## config.mk

```make
export PLATFORM = sky130hd
export DESIGN_NAME = l2_wr_req_fifo
export DESIGN_NICKNAME = d
export VERILOG_FILES = /design/src/rtl/l2_wr_req_fifo.sv
export SDC_FILE = /design/constraint.sdc
export NUM_CORES = 1
export LEC_CHECK = 0
export BUFFER_PORTS_ARGS = -buffer_cell sky130_fd_sc_hd__buf_4
export CAP_MARGIN = 10
export CORE_MARGIN = 2
export CORE_UTILIZATION = 40
export DETAILED_ROUTE_END_ITERATION = 16
export GPL_ROUTABILITY_DRIVEN = 0
export SETUP_SLACK_MARGIN = 0.4
export SLEW_MARGIN = 15
export SYNTH_ARGS = -nofsm -noshare
export SYNTH_HDL_FRONTEND = slang
export SYNTH_SLANG_ARGS = --single-unit
```

## constraint.sdc

```tcl
create_clock -name clk -period 5.47 [get_ports clk]
set_clock_uncertainty 0.15 [all_clocks]
set_input_delay 1.3675 -clock clk [delete_from_list [all_inputs] [get_ports clk]]
set_output_delay 1.3675 -clock clk [all_outputs]
set_load 0.02 [all_outputs]
```

## src/rtl/l2_wr_req_fifo.sv

```systemverilog
// l2_wr_req_fifo: store-request FIFO with alignment drop and line-address hazard lookup
module l2_wr_req_fifo #(
  parameter int DEPTH          = 4,
  parameter int LINE_ADDR_BITS = 28,
  parameter int BITS_PER_WORD  = 64,
  parameter int WORD_BITS      = 2,
  parameter int BYTE_BITS      = 3
) (
  input  logic                      clk,
  input  logic                      rst,
  input  logic                      in_valid,
  output logic                      in_ready,
  input  logic [LINE_ADDR_BITS-1:0] in_line_addr,
  input  logic [BITS_PER_WORD-1:0]  in_word,
  input  logic [WORD_BITS-1:0]      in_w_off,
  input  logic [BYTE_BITS-1:0]      in_b_off,
  input  logic [2:0]                in_hsize,
  output logic                      out_valid,
  input  logic                      out_ready,
  output logic [LINE_ADDR_BITS-1:0] out_line_addr,
  output logic [BITS_PER_WORD-1:0]  out_word,
  output logic [WORD_BITS-1:0]      out_w_off,
  output logic [BYTE_BITS-1:0]      out_b_off,
  output logic [2:0]                out_hsize,
  input  logic [LINE_ADDR_BITS-1:0] lookup_addr,
  output logic                      lookup_hit,
  output logic [$clog2(DEPTH):0]    count,
  output logic                      err_misalign
);
  localparam int PW = $clog2(DEPTH);
  localparam int CW = PW + 1;
  logic [LINE_ADDR_BITS-1:0] la_q [DEPTH];
  logic [BITS_PER_WORD-1:0]  wd_q [DEPTH];
  logic [WORD_BITS-1:0]      wo_q [DEPTH];
  logic [BYTE_BITS-1:0]      bo_q [DEPTH];
  logic [2:0]                hs_q [DEPTH];
  logic [DEPTH-1:0]          vld_q;
  logic [PW-1:0]             wr_ptr, rd_ptr;
  logic [CW-1:0]             cnt_q;
  logic                      aligned, push, pop;
  assign aligned = (in_hsize == 3'd0) ||
                   (in_hsize == 3'd1 && !in_b_off[0]) ||
                   (in_hsize == 3'd2 && in_b_off[1:0] == 2'd0) ||
                   (in_hsize == 3'd3 && in_b_off == '0);
  assign in_ready      = cnt_q != CW'(DEPTH);
  assign out_valid     = cnt_q != '0;
  assign push          = in_valid && in_ready && aligned;
  assign pop           = out_valid && out_ready;
  assign count         = cnt_q;
  assign out_line_addr = la_q[rd_ptr];
  assign out_word      = wd_q[rd_ptr];
  assign out_w_off     = wo_q[rd_ptr];
  assign out_b_off     = bo_q[rd_ptr];
  assign out_hsize     = hs_q[rd_ptr];
  always_comb begin
    lookup_hit = 1'b0;
    for (int i = 0; i < DEPTH; i++)
      lookup_hit = lookup_hit | (vld_q[i] && la_q[i] == lookup_addr);
  end
  always_ff @(posedge clk) begin
    if (rst) begin
      wr_ptr       <= '0;
      rd_ptr       <= '0;
      cnt_q        <= '0;
      vld_q        <= '0;
      err_misalign <= 1'b0;
    end else begin
      if (pop) begin
        rd_ptr        <= rd_ptr + 1'b1;
        vld_q[rd_ptr] <= 1'b0;
      end
      if (push) begin
        wr_ptr        <= wr_ptr + 1'b1;
        vld_q[wr_ptr] <= 1'b1;
      end
      cnt_q <= cnt_q + CW'(push) - CW'(pop);
      if (in_valid && in_ready && !aligned) err_misalign <= 1'b1;
    end
  end
  always_ff @(posedge clk) begin
    if (push) begin
      la_q[wr_ptr] <= in_line_addr;
      wd_q[wr_ptr] <= in_word;
      wo_q[wr_ptr] <= in_w_off;
      bo_q[wr_ptr] <= in_b_off;
      hs_q[wr_ptr] <= in_hsize;
    end
  end
  assert property (@(posedge clk) disable iff (rst) cnt_q <= CW'(DEPTH));
  assert property (@(posedge clk) disable iff (rst) out_valid && !out_ready |=>
    $stable({out_line_addr, out_word, out_w_off, out_b_off, out_hsize}));
endmodule

```

==> flow_summary.ini <==
[critical_path]
cp-start-kind = input port
critPathRequiredTime_ps = 3950
crit_path_max_fanout = 4
worst_setup_path_end_kind = output port
reg2reg_to = count[2]
reg2reg_depth = 12
crit_type = in -> out
r2r_slack_ps = 2840
rr_startpoint = count[1]
crit_arrival_ps = 2760

[route]
vias = 8179
drt_iter0_drc = 665
drt-pass1-iter-count = 5
wirelength_mm = 36.6
antenna_left = 0
wire_per_inst_um = 23.1
route.detailed.drc = 0
avgViaCountPerCell = 5.16

[logic_synthesis]
synth.top_cell.area_share = 0.731
netlist_area_mm2 = 0.0164
synth.area.top_cells = edfxtp_1, mux4_2, xnor2_1
synth-seq-cells = 414
yosysWarningCount = 0
ys_seq_area_frac = 0.748
yosys.cell_types.count = 31
synth_nets = 911
syn_area_per_cell_um2 = 21.4
yosys.area.top_type = edfxtp_1
synthCells = 768

[timing]
hold_viol = 0
rsz0062_at_grt = false
fmax_mhz = 234
slew_violations = 0
worst_slew_pin_slew_ps = 922
finalCriticalPeriod_ps = 4280
finalCritPeriodShare = 0.782
setup-violations-final = 0
tns_ps = 0
relSlewSlack = 0.385

[placement]
dp_hpwl_mm = 24.0
numPortBuffers = 238

[floorplanning]
coreArea_mm2 = 0.0406
initial_core_util = 0.404
die_w_um = 207
io_pins = 239
die_h_um = 207
rows = 74
dieArea_mm2 = 0.0427

[worst_hold_path]
holdPathStages = 2
hold_end = err_misalign
hold_start = err_misalign
min_path_type = reg -> reg

[layout]
syn_to_final_growth_pct = 23.5
final_layout_size_suffix_gt1_frac = 0.407
mostFrequentLayoutCells = edfxtp_1, buf_4, mux4_2
final_common_cell = edfxtp_1
diodes = 0
nNetsFinal = 1167

[clock_tree]
cts_tree = built
post_cts_buffers = 0
cts_resized = 0
cts_root_buf = clkbuf_16
holdBufCountCts = 0
cts.htree.levels = 2
ctsLongestPathBuffers = 3
insertion_delay_ps = 560
clk_pin_slew_ps = 60
cts.sink_count = 414
cts_buffers = 44

[pwr]
p_leak_nw = 6.71
powerDensity_mw_per_mm2 = 421
vdd_drop_max_mv = 0.292
p_total_mw = 8.53

[global_routing]
antenna_found_initial = 1
grt_max_degree = 60
track_usage = 0.172
grt_pass1_wl_mm = 53.2
grt.overflow.total = 0
grt_pass1_vias = 8534

[job]
cap_viol_max_count = 0

[status]
run_status = finished clean
-- metrics by stage --
stage / cell area [µm²] / utilization / instances / hold slack (ps) / setup WS (ps)
2_1_floorplan: 16400 / - / 768 / 319 / 418
3_3_place_gp: 18900 / 0.465 / 1510 / 314 / 1190
3_5_place_dp: 18900 / 0.465 / 1510 / 340 / 1160
4_1_cts: 20300 / 0.499 / 1585 / 356 / 1160
5_1_grt: 20300 / 0.499 / 1585 / 364 / 1110
6_report: 20300 / 0.499 / 1585 / 350 / 1190
-- logic make-up (layout without fill, tap and decap cells) --
| group | after synthesis | after routing | share of synthesized area |
|---|---|---|---|
| adders and majority gates | 11 | 11 | 0.00884 |
| AOI/OAI and AO/OA | 8 | 8 | 0.00503 |
| muxes | 101 | 101 | 0.138 |
| xor gates and xnor gates | 116 | 116 | 0.0628 |
| buffers and inverters | 48 | 333 | 0.0133 |
| DFF | 414 | 414 | 0.748 |
| and+or+nand+nor | 70 | 70 | 0.0241 |
-- Yosys cell counts --
library cell / instances
xnor2_2: 2
o21a_1: 1
a21o_1: 1
or3b_4: 1
buf_2: 12
or3_1: 1
fa_1: 1
nor2b_1: 1
nor2_2: 1
nand2_2: 1
nor2b_4: 1
nand2_1: 8
a21oi_1: 1
and2_1: 5
dfxtp_1: 14
xnor2_1: 69
buf_6: 1
edfxtp_1: 400
mux4_2: 100
inv_2: 1
inv_1: 6
nor2_1: 14
a22oi_2: 4
xor2_1: 45
nand4_1: 21
mux2i_1: 1
ha_1: 10
a211oi_2: 1
clkbuf_1: 27
buf_12: 1
nor4_1: 16
-- worst max-delay path by stage --
stage	from	end	slack, ps	cells past startpoint
final	lookup_addr[25]	lookup_hit	1190	6
after detailed placement	lookup_addr[25]	lookup_hit	1160	6
after CTS	lookup_addr[25]	lookup_hit	1160	6
after global placement	lookup_addr[25]	lookup_hit	1190	6
after floorplan	in_b_off[2]	bo_q[0][0]	420	5
after global routing	lookup_addr[25]	lookup_hit	1110	6
-- cell type report --
class	instances	area, µm²
multi-input combinational	306	3930
fill	3312	20400
inverter	7	26.3
clock inverter	23	245
clock buffer	52	1150
sequential	414	12300
tap	532	666
timing repair buffer	251	1970
-- report_power, final --
part / total (mW) / switching, mW / leakage [nW] / internal (mW)
combinational: 2.01 / 1.04 / 2.31 / 0.962
sequential: 3.63 / 0.0688 / 3.72 / 3.56
clock: 2.90 / 1.17 / 0.675 / 1.73
-- layer usage --
metal / global-route usage / wire length, µm / share of wire / up-vias
met4: 0.0666 / 1010 / 0.028 / 2
met2: 0.263 / 17000 / 0.46 / 317
li1: - / - / - / 3620
met3: 0.0581 / 3460 / 0.095 / 61
met5: 0 / 16 / 0.00044 / -
met1: 0.228 / 15100 / 0.41 / 4179
-- worst max-delay path, stage by stage --
cell	delay, ps
buf_4	140
xor2_1	160
nor4_1	580
nand4_1	190
nand4_1	160
buf_4	160
-- sequential cells by signal, summed over array words and instances (netlist names), named ones only --
| register | count |
|---|---|
| count | 3 |
| wr_ptr | 2 |
| la_q | 112 |
| wd_q | 256 |
| wo_q | 8 |
| vld_q | 4 |
| hs_q | 12 |
| bo_q | 12 |
| rd_ptr | 2 |
| err_misalign | 1 |
No activity file was read; power rests on OpenSTA's default activity.
